<file path="config.mk">
export PLATFORM = sky130hd
export DESIGN_NAME = pico_mips
export DESIGN_NICKNAME = d
export VERILOG_FILES = /design/src/rtl/pico_mips_pkg.sv /design/src/rtl/pico_mips_alu.sv /design/src/rtl/pico_mips.sv
export SDC_FILE = /design/constraint.sdc
export NUM_CORES = 1
export LEC_CHECK = 0
export ABC_AREA = 1
export BUFFER_PORTS_ARGS = -buffer_cell sky130_fd_sc_hd__clkbuf_2
export CORE_MARGIN = 8
export CORE_UTILIZATION = 40
export DETAILED_ROUTE_END_ITERATION = 8
export PLACE_DENSITY = 0.52
export SLEW_MARGIN = 10
export SYNTH_ARGS = -nofsm -noshare
export SYNTH_HDL_FRONTEND = slang
export SYNTH_SLANG_ARGS = --single-unit
</file>
<file path="constraint.sdc">
create_clock -name Clock -period 7.1 [get_ports Clock]
set_input_delay 0 -clock Clock [delete_from_list [all_inputs] [get_ports Clock]]
set_output_delay 0 -clock Clock [all_outputs]
set_load 0.03 [all_outputs]
</file>
<file path="src/rtl/pico_mips_pkg.sv">
// Shared types and fixed-point constants for the pico_mips affine datapath.
// Coefficients and offsets are Q2 (scaled by 4).
package pico_mips_pkg;

  localparam int DATA_W = 8;
  localparam int ACC_W  = 12;

  typedef enum logic [2:0] {
    WAIT_X,
    WAIT_X_REL,
    WAIT_Y,
    WAIT_Y_REL,
    CALC_X,
    CALC_Y,
    SHOW_X,
    SHOW_Y
  } state_t;

  localparam logic signed [ACC_W-1:0] K_075 = 12'sd3;
  localparam logic signed [ACC_W-1:0] K_05  = 12'sd2;
  localparam logic signed [ACC_W-1:0] OFS_X = 12'sd80;
  localparam logic signed [ACC_W-1:0] OFS_Y = -12'sd80;

endpackage

</file>
<file path="src/rtl/pico_mips_alu.sv">
// Combinational signed multiply-accumulate: (a*x + b*y + ofs) >>> 2,
// truncated to DATA_W bits (floor, wraps, no saturation).
module pico_mips_alu
  import pico_mips_pkg::*;
(
  input  logic signed [ACC_W-1:0]  a,
  input  logic signed [ACC_W-1:0]  b,
  input  logic signed [DATA_W-1:0] x,
  input  logic signed [DATA_W-1:0] y,
  input  logic signed [ACC_W-1:0]  ofs,
  output logic [DATA_W-1:0]        result
);

  logic signed [ACC_W-1:0] xe;
  logic signed [ACC_W-1:0] ye;
  logic signed [ACC_W-1:0] acc;
  logic                    unused_bits;

  assign xe  = {{(ACC_W-DATA_W){x[DATA_W-1]}}, x};
  assign ye  = {{(ACC_W-DATA_W){y[DATA_W-1]}}, y};
  assign acc = a * xe + b * ye + ofs;

  // Dropping the two Q2 fraction bits of a two's-complement value floors it.
  assign result = acc[DATA_W+1:2];

  assign unused_bits = ^{acc[ACC_W-1:DATA_W+2], acc[1:0]};

endmodule

</file>
<file path="src/rtl/pico_mips.sv">
// pico_mips top: strobe-sequenced 2-D affine transform, switches in, LEDs out.
// Optional PICO_MIPS_SW_SYNC_EN adds a 2-flop synchroniser on SW[8:0].
module pico_mips
  import pico_mips_pkg::*;
(
  input  logic       Clock,
  input  logic [9:0] SW,
  output logic [7:0] LED
);

  logic       rst;
  logic [8:0] sw_s;
  logic       stb;
  logic [7:0] din;

  assign rst = ~SW[9];

`ifdef PICO_MIPS_SW_SYNC_EN
  logic [8:0] sync1_q;
  logic [8:0] sync2_q;

  always_ff @(posedge Clock or posedge rst) begin
    if (rst) begin
      sync1_q <= '0;
      sync2_q <= '0;
    end else begin
      sync1_q <= SW[8:0];
      sync2_q <= sync1_q;
    end
  end

  assign sw_s = sync2_q;
`else
  assign sw_s = SW[8:0];
`endif

  assign stb = sw_s[8];
  assign din = sw_s[7:0];

  state_t     state_q, state_d;
  logic [7:0] x_q, x_d;
  logic [7:0] y_q, y_d;
  logic [7:0] x2_q, x2_d;
  logic [7:0] y2_q, y2_d;
  logic [7:0] led_q, led_d;

  logic signed [ACC_W-1:0] alu_a;
  logic signed [ACC_W-1:0] alu_b;
  logic signed [ACC_W-1:0] alu_ofs;
  logic [DATA_W-1:0]       alu_res;

  // One ALU serves both outputs; CALC_Y selects the y-row coefficients.
  always_comb begin
    alu_a   = K_075;
    alu_b   = K_05;
    alu_ofs = OFS_X;
    if (state_q == CALC_Y) begin
      alu_a   = -K_05;
      alu_b   = K_075;
      alu_ofs = OFS_Y;
    end
  end

  pico_mips_alu u_alu (
    .a      (alu_a),
    .b      (alu_b),
    .x      (x_q),
    .y      (y_q),
    .ofs    (alu_ofs),
    .result (alu_res)
  );

  always_comb begin
    state_d = state_q;
    x_d     = x_q;
    y_d     = y_q;
    x2_d    = x2_q;
    y2_d    = y2_q;
    led_d   = led_q;
    unique case (state_q)
      WAIT_X: begin
        if (stb) begin
          x_d     = din;
          state_d = WAIT_X_REL;
        end
      end
      WAIT_X_REL: if (!stb) state_d = WAIT_Y;
      WAIT_Y: begin
        if (stb) begin
          y_d     = din;
          state_d = WAIT_Y_REL;
        end
      end
      WAIT_Y_REL: if (!stb) state_d = CALC_X;
      CALC_X: begin
        x2_d    = alu_res;
        state_d = CALC_Y;
      end
      CALC_Y: begin
        y2_d    = alu_res;
        state_d = SHOW_X;
      end
      SHOW_X: begin
        led_d = x2_q;
        if (stb) state_d = SHOW_Y;
      end
      SHOW_Y: begin
        led_d = y2_q;
        if (!stb) state_d = WAIT_X;
      end
      default: state_d = WAIT_X;
    endcase
  end

  always_ff @(posedge Clock or posedge rst) begin
    if (rst) begin
      state_q <= WAIT_X;
      x_q     <= '0;
      y_q     <= '0;
      x2_q    <= '0;
      y2_q    <= '0;
      led_q   <= '0;
    end else begin
      state_q <= state_d;
      x_q     <= x_d;
      y_q     <= y_d;
      x2_q    <= x2_d;
      y2_q    <= y2_d;
      led_q   <= led_d;
    end
  end

  assign LED = led_q;

endmodule

</file>
==> results of run 1 <==
[stage by stage]
stage               instances  setup WS [ps]  area [sq um]  hold WS (ps)  utilization (%)
floorplan                 453           2120          3760          -296                -
global placement          575           1540          3960           129             43.1
detailed placement        575           1500          3960           126             43.1
CTS                       593           1480          4180           338             45.4
global route              593           1200          4180           366             45.4
finish                    593           1540          4180           301             45.4
[worst max path at each step]
stage                           start                   to  slack, ps  cells after the start
2_1_floorplan  state_q[2]$_DFFE_PN0P_  y2_q[6]$_DFFE_PN0N_       2120                     20
3_3_place_gp   state_q[2]$_DFFE_PN0P_  y2_q[6]$_DFFE_PN0N_       1540                     20
3_5_place_dp   state_q[2]$_DFFE_PN0P_  y2_q[6]$_DFFE_PN0N_       1500                     20
4_1_cts        state_q[2]$_DFFE_PN0P_  y2_q[6]$_DFFE_PN0N_       1480                     20
5_1_grt        state_q[2]$_DFFE_PN0P_  y2_q[6]$_DFFE_PN0N_       1200                     20
6_report       state_q[2]$_DFFE_PN0P_  y2_q[6]$_DFFE_PN0N_       1540                     20
[worst reg2reg max path: cells and delay by family (launching register included)]
kind / cells / cell delay [ps]
AO/OA/AOI/OAI: 3 / 480
XOR/XNOR: 1 / 200
AND/OR/NAND/NOR: 5 / 1040
buffers and inverters: 5 / 390
flip-flops: 1 / 530
adder cells (fa/ha/maj): 6 / 2780
[final cells by class]
type | count | area [sq um] | share of cell area, %
Clock buffer | 5 | 68.8 | 1.65
Clock inverter | 3 | 46.3 | 1.11
Inverter | 114 | 433 | 10.4
Multi-Input combinational cell | 288 | 2220 | 53.1
Sequential cell | 43 | 1080 | 25.8
Tap cell | 111 | 139 | 3.32
Timing Repair Buffer | 29 | 198 | 4.73
[cell families after synthesis]
family	after synthesis	synth area share (%)
AND/OR/NAND/NOR	154	17.0
buffers and inverters	122	12.4
adder cells (fa/ha/maj)	74	32.0
AO/OA/AOI/OAI	46	6.79
flip-flops	43	28.6
XOR/XNOR	13	3.03
other	1	0.0998
[flip-flops by register name (all words and copies together), names as in the netlist]
register  count
LED           8
x2_q          8
y_q           8
x_q           8
state_q       3
y2_q          8
[routing by layer]
layer | wire (microns) | vias up | share of wire [%] | track usage, %
li1 | - | 1430 | - | -
met1 | 3910 | 1340 | 50 | 18.2
met2 | 3570 | 32 | 45 | 21.3
met3 | 258 | 6 | 3.3 | 2.34
met4 | 140 | 0 | 1.8 | 4.09
met5 | 0 | - | 0 | 0
[cells in the final DEF (no fill, tap or decap)]
cell type / count
a31oi_1: 1
clkbuf_8: 5
clkinv_4: 1
inv_6: 1
nand2_1: 108
nand4_1: 2
inv_1: 111
dfrtp_1: 43
nand3_1: 25
nand3_4: 1
bufinv_16: 1
o21ai_0: 30
dlygate4sd3_1: 10
ha_1: 37
xor2_1: 7
o32ai_1: 1
a21oi_1: 6
fa_1: 37
conb_1: 1
buf_4: 1
clkbuf_2: 18
nand3_2: 2
xnor2_1: 6
nor2_1: 16
o211ai_1: 8
clkinv_1: 1
inv_2: 1
clkinvlp_4: 1
[synthesized netlist by cell type]
cell      count  share of area [%]
a31oi_1       1               0.17
nor2_1       16                1.6
o211ai_1      8                1.6
xnor2_1       6                1.4
ha_1         37                 12
clkinv_1      1               0.10
clkinv_4      1               0.23
clkbuf_1      7               0.70
o21ai_0      30                4.0
buf_2         1               0.13
nand3_2       2               0.53
conb_1        1               0.10
nand2_1     108                 11
inv_2         1               0.10
fa_1         37                 20
nand3_1      25                3.3
a21oi_1       6               0.80
dfrtp_1      43                 29
inv_1       111                 11
nand4_1       2               0.33
nand3_4       1               0.47
xor2_1        7                1.6
o32ai_1       1               0.23
[repair_timing]
item,4_1_cts,5_1_grt
gates resized for setup,0,0
hold buffers,10,0
endpoints found under the hold margin,60,0
==> impl_results.md, run 1 <==
- Final Wtd Congestion: 0.824
- First-pass GRT wire length: 13800 microns
- Total CTS buffers: 5
- Status: finished clean
- Sequential share of the synthesized area: 28.6%
- Worst reg-to-reg path cell count: 20
- Tmin final: around 5600 ps
- Final period utilization: about four fifths
- Yosys warning total: 0
- Achievable frequency: about 180 MHz
- H-Tree Depth: 2
- Core Rows: 35
- Relative slew slack: 47.5%
- Slew @ Worst Pin: just under 800 ps
- Synth cell types: 23
- R2R Path End: y2_q[6]$_DFFE_PN0N_
- Root buf cell: clkbuf_8
- Crit-path max cell delay: 590 ps
- Mapped Avg Cell Area: between 8 and 9 sq um
- Crit-path slowest cell: fa_1
- Routed vias/inst: 4.74
- Arrival time worst endpoint: ~5700 ps
- Gr usage total: a little over an eighth
- Max Cap Violations: 0
- Pre-Repair DR Iteration Count: 4
- Initial antenna violation count: 0
- RSZ-0062 raised after global routing: false
- I/O pin count: 19
- Clock Latency Late Sink: roughly 300 ps
- Die boundary width: 113 microns
- Die Span Y: approximately 110 microns
- CP Data Required Time: a little over 7000 ps
- Drt total wl: roughly 7900 microns
- Per-cell routed wire length: between 10 and 15 microns
- Initial detailed-routing violation count: 94
- CTS tree: yes
- Fin. max-slew vios: 0
- Vias post-DR: about 2800
- Number of diodes: 0
- Post-route DRC: 0
- R2R setup slack: ~1500 ps
- Starting density of the core: roughly two fifths
- Critical-path cell list: nand3_4 -> nor2_1 -> inv_1 -> fa_1 -> ha_1 -> inv_1 -> fa_1 -> inv_1 -> fa_1 -> inv_1 -> fa_1 -> inv_1 -> ha_1 -> a21oi_1 -> nand2_1 -> nand2_1 -> nand2_1 -> a21oi_1 -> xor2_1 -> o21ai_0
- Post-CTS setup buffer count: 0
- Cells after synthesis: 453
- Die area: approximately 13000 sq um
- ANT nets after route: 0
- Clock skew: approximately 9 ps
- Sink Count: 43
- Clk buf depth: 2
- Final Hold Viols: 0
- Worst setup EP type: flop
- Layout cells sized above 1: between 6 and 7%
- Startpoint types: flop
- Kind of critical path: flop to flop
- Synth-to-layout area growth: 11.2%
- Reg-to-reg startpoint: state_q[2]$_DFFE_PN0P_
- Crit path top cell by count: inv_1
- Final setup violation count: 0
- Fill cells: between 900 and 1000
- Delay-heaviest family, CP: adder cells
- WP buf/inv: 5
- Post-DP HPWL: 6370 microns
- # port buffers: 18
- Hold/Removal Path Class: primary input to async pin
- Seq cells post-synth: 43
- Syn Nets: about 540
- Total global routing overflow: 0
- Largest net degree at the start of global routing: between 40 and 50
- Max FO, Critical Path: 33
- Layout net count: 566
- Worst-path clk slew: approximately 100 ps
- CORE AREA: around 9000 sq um
- Number of global-route vias before repair: approximately 2900
- Final setup TNS: 0 ps
- Synthesized cell area: roughly 3800 sq um
Power of run 1 is not shown: default switching activity piles up to over one toggle a cycle in this logic, so the estimate is an artifact.
==> inputs of run 2 (changes only) <==
Settings changed: ABC_AREA 1 to 0, PLACE_DENSITY 0.52 to 0.54.
Clock period 7.1 ns to 4.83 ns, I/O delays scaled along.
==> run 2 against run 1 <==
Compared with the run above: clock-buffer cell count grew 1; synthesized cell count decreased by 25%; register-to-register slack lost 1400 ps; sequential cell count stayed put; design area grew 3.2%; routed wire length shrank 16%; die area is 4.6% lower; first-iteration DRC count decreased by 40%; critical endpoint is now x2_q[7]$_DFFE_PN0P_; via count fell by 20%; critical path depth down 4; area after synthesis decreased by 5.4%.
==> impl_results.md, run 2 <==
- Fin. max-slew vios: 0
- Yosys top cell area share: a little under a third
- Mapped Avg Cell Area: between 10 and 15 sq um
- Worst setup margin: 153 ps
- Seq cells post-synth: 43
- Initial antenna violation count: 0
- Root buf cell: clkbuf_8
- Max FO, Critical Path: 5
- Area share of fa/ha/maj cells after synthesis: about a third
- Sink Count: between 40 and 50
- Total global routing overflow: 0
- I/O pin count: 19
- DP Worst Slack: -11.8 ps
- CP Data Required Time: between 4000 and 5000 ps
- Ys flop type: dfrtp_1
- ANT nets after route: 0
- H-Tree Depth: 2
- Synth-to-layout area growth: 21.3%
- Worst setup EP type: flop
- Layout cells sized above 1: between 20% and 30%
- Clock Latency Late Sink: about 300 ps
- Top cells by area, synth: dfrtp_1 (30%), fa_1 (21%), ha_1 (13%), inv_1 (6.9%), mux2_2 (4.4%)
- Clk buf depth: 2
- Die Span Y: approximately 110 microns
- Status: finished clean
- Final Hold Viols: 0
- Post-synthesis mux area share: between 7 and 8%
- Drt total wl: roughly 6600 microns
- Vias post-DR: around 2300
- Kind of critical path: flop to flop
- Arrival time worst endpoint: between 4000 and 5000 ps
- Number of global-route vias before repair: roughly 2400
- Fill cells: between 800 and 900
- Routed vias/inst: ~4.5
- Xor/xnor cell area share of the yosys netlist: 5.53%
- Synthesized cell area: about 3600 sq um
- Final Wtd Congestion: a little under 0.8
- Pre-Repair DR Iteration Count: 6
- Cell area after layout: ~4300 sq um
- Post-DP HPWL: slightly above 5000 microns
- CORE AREA: ~8700 sq um
- CTS tree: yes
- Gr usage total: between 10% and 20%
- Max Cap Violations: 0
- DP Area: around 3800 sq um
- Count leader, synth: inv_1
- Startpoint types: flop
- Initial detailed-routing violation count: 56
- Commonest non-fill, non-tap cell in the layout: inv_1
- Largest net degree at the start of global routing: 44
- Achievable frequency: approximately 210 MHz
- Tmin final: approximately 4700 ps
- Die boundary width: around 110 microns
- Area leader, netlist: dfrtp_1
- Synth cell types: 34
- Core Rows: 34
- Hold/Removal Path Class: primary input to async pin
- Syn Nets: around 430
- Relative slew slack: roughly 52%
- Starting density of the core: approximately 41%
- Die area: 12200 sq um
- Commonest non-fill, non-tap cells in the layout: inv_1 (62), dfrtp_1 (42), fa_1 (32), ha_1 (32), nand2_1 (27)
- Sequential share of the synthesized area: between 30% and 40%
- Per-cell routed wire length: approximately 13 microns
- Total CTS buffers: 5
- Main combinational cell family by area after synthesis: adder cells
- Commonest cells post-synth: inv_1 (65), dfrtp_1 (43), fa_1 (37), ha_1 (37), nand2_1 (31)
- Post-Synth Simple-Gate Area: under 10%
- Final setup violation count: 0
- Number of diodes: 0
- FFs w/ async S/R, synth: 100%
- # port buffers: 18
- Clock skew: between 6 and 7 ps
- Post-route DRC: 0
- First-pass GRT wire length: ~11000 microns
- Cells after synthesis: 340
- Yosys warning total: 0
- Worst-path clk slew: approximately 80 ps
- Slew @ Worst Pin: slightly above 700 ps
- Synth Area in Compound Gates: under 10%
- EDFF count, synth: 0
- Final period utilization: between 90% and 100%
- Layout net count: about 470
run 2: timing repair:
item                                   4_1_cts  5_1_grt
hold buffers                                10        0
resized for setup                            0       36
pin swaps                                    1       34
endpoints found under the hold margin       60        0
setup endpoints to repair                    2        6
setup buffers                                0       13
cloned                                       0        1
run 2: worst max-delay path: stages, from the launching register on:
cell and delay, ps:
dfrtp_1 380, nand2b_4 180, nor2_8 170, buf_4 140, nand2_4 60, fa_2 620
buf_6 120, fa_1 430, fa_1 500, fa_1 510, fa_2 390, xnor2_2 150
xnor2_1 190, xnor2_1 160, xnor3_2 320, xnor2_2 160, o21ai_1 70
run 2: kinds of logic after synthesis:
logic type                 Yosys count
AOI/OAI and AO/OA                   36
xor gates and xnor gates            20
adders and majority gates           74
buffers and inverters               75
DFF                                 43
muxes                               23
other                                1
and+or+nand+nor                     68
run 2: routing by layer:
metal	routed length [microns]	vias to the layer above	part of all wire [%]	GRT usage, %
li1	-	1145	-	-
met1	3160	1083	48	15.5
met2	3200	23	48	18.6
met3	179	5	2.7	2.27
met4	71	0	1.1	3.43
met5	0	-	0	0
run 2: final timing paths:
| check | slack, ps | to | cells after the start | start |
|---|---|---|---|---|
| setup / recovery | 150 | x2_q[7]$_DFFE_PN0P_ | 16 | state_q[1]$_DFFE_PN0P_ |
| hold / removal | 300 | LED[6]$_DFFE_PN0P_ | 3 | SW[9] |
| setup reg to reg | 150 | x2_q[7]$_DFFE_PN0P_ | 16 | state_q[1]$_DFFE_PN0P_ |
| hold reg to reg | 480 | x2_q[4]$_DFFE_PN0P_ | 2 | x2_q[4]$_DFFE_PN0P_ |
| max in group asynchronous | 4120 | state_q[2]$_DFFE_PN0P_ | 3 | SW[9] |
| min in group Clock | 460 | y_q[3]$_DFFE_PN0P_ | 4 | SW[3] |
run 2: layout make-up:
type	count	area, sq um	share of cell area (%)
multi-input cells	223	2350	54.5
flip-flops and latches	43	1080	25.0
repair buffers	49	375	8.70
inverters	67	256	5.95
well taps	108	135	3.13
clock buffers	6	82.6	1.91
clock inverters	2	35.0	0.812
run 2: per-stage QoR:
step	hold slack [ps]	utilization (%)	instances	setup TNS, ps
6_report	304	49.7	498	0
5_1_grt	366	49.7	498	-90.7
4_1_cts	332	46.4	484	0
3_5_place_dp	117	43.9	466	-11.8
3_3_place_gp	122	43.9	466	0
2_1_floorplan	-296	-	340	0
Power of run 2 is left out for the same reason.
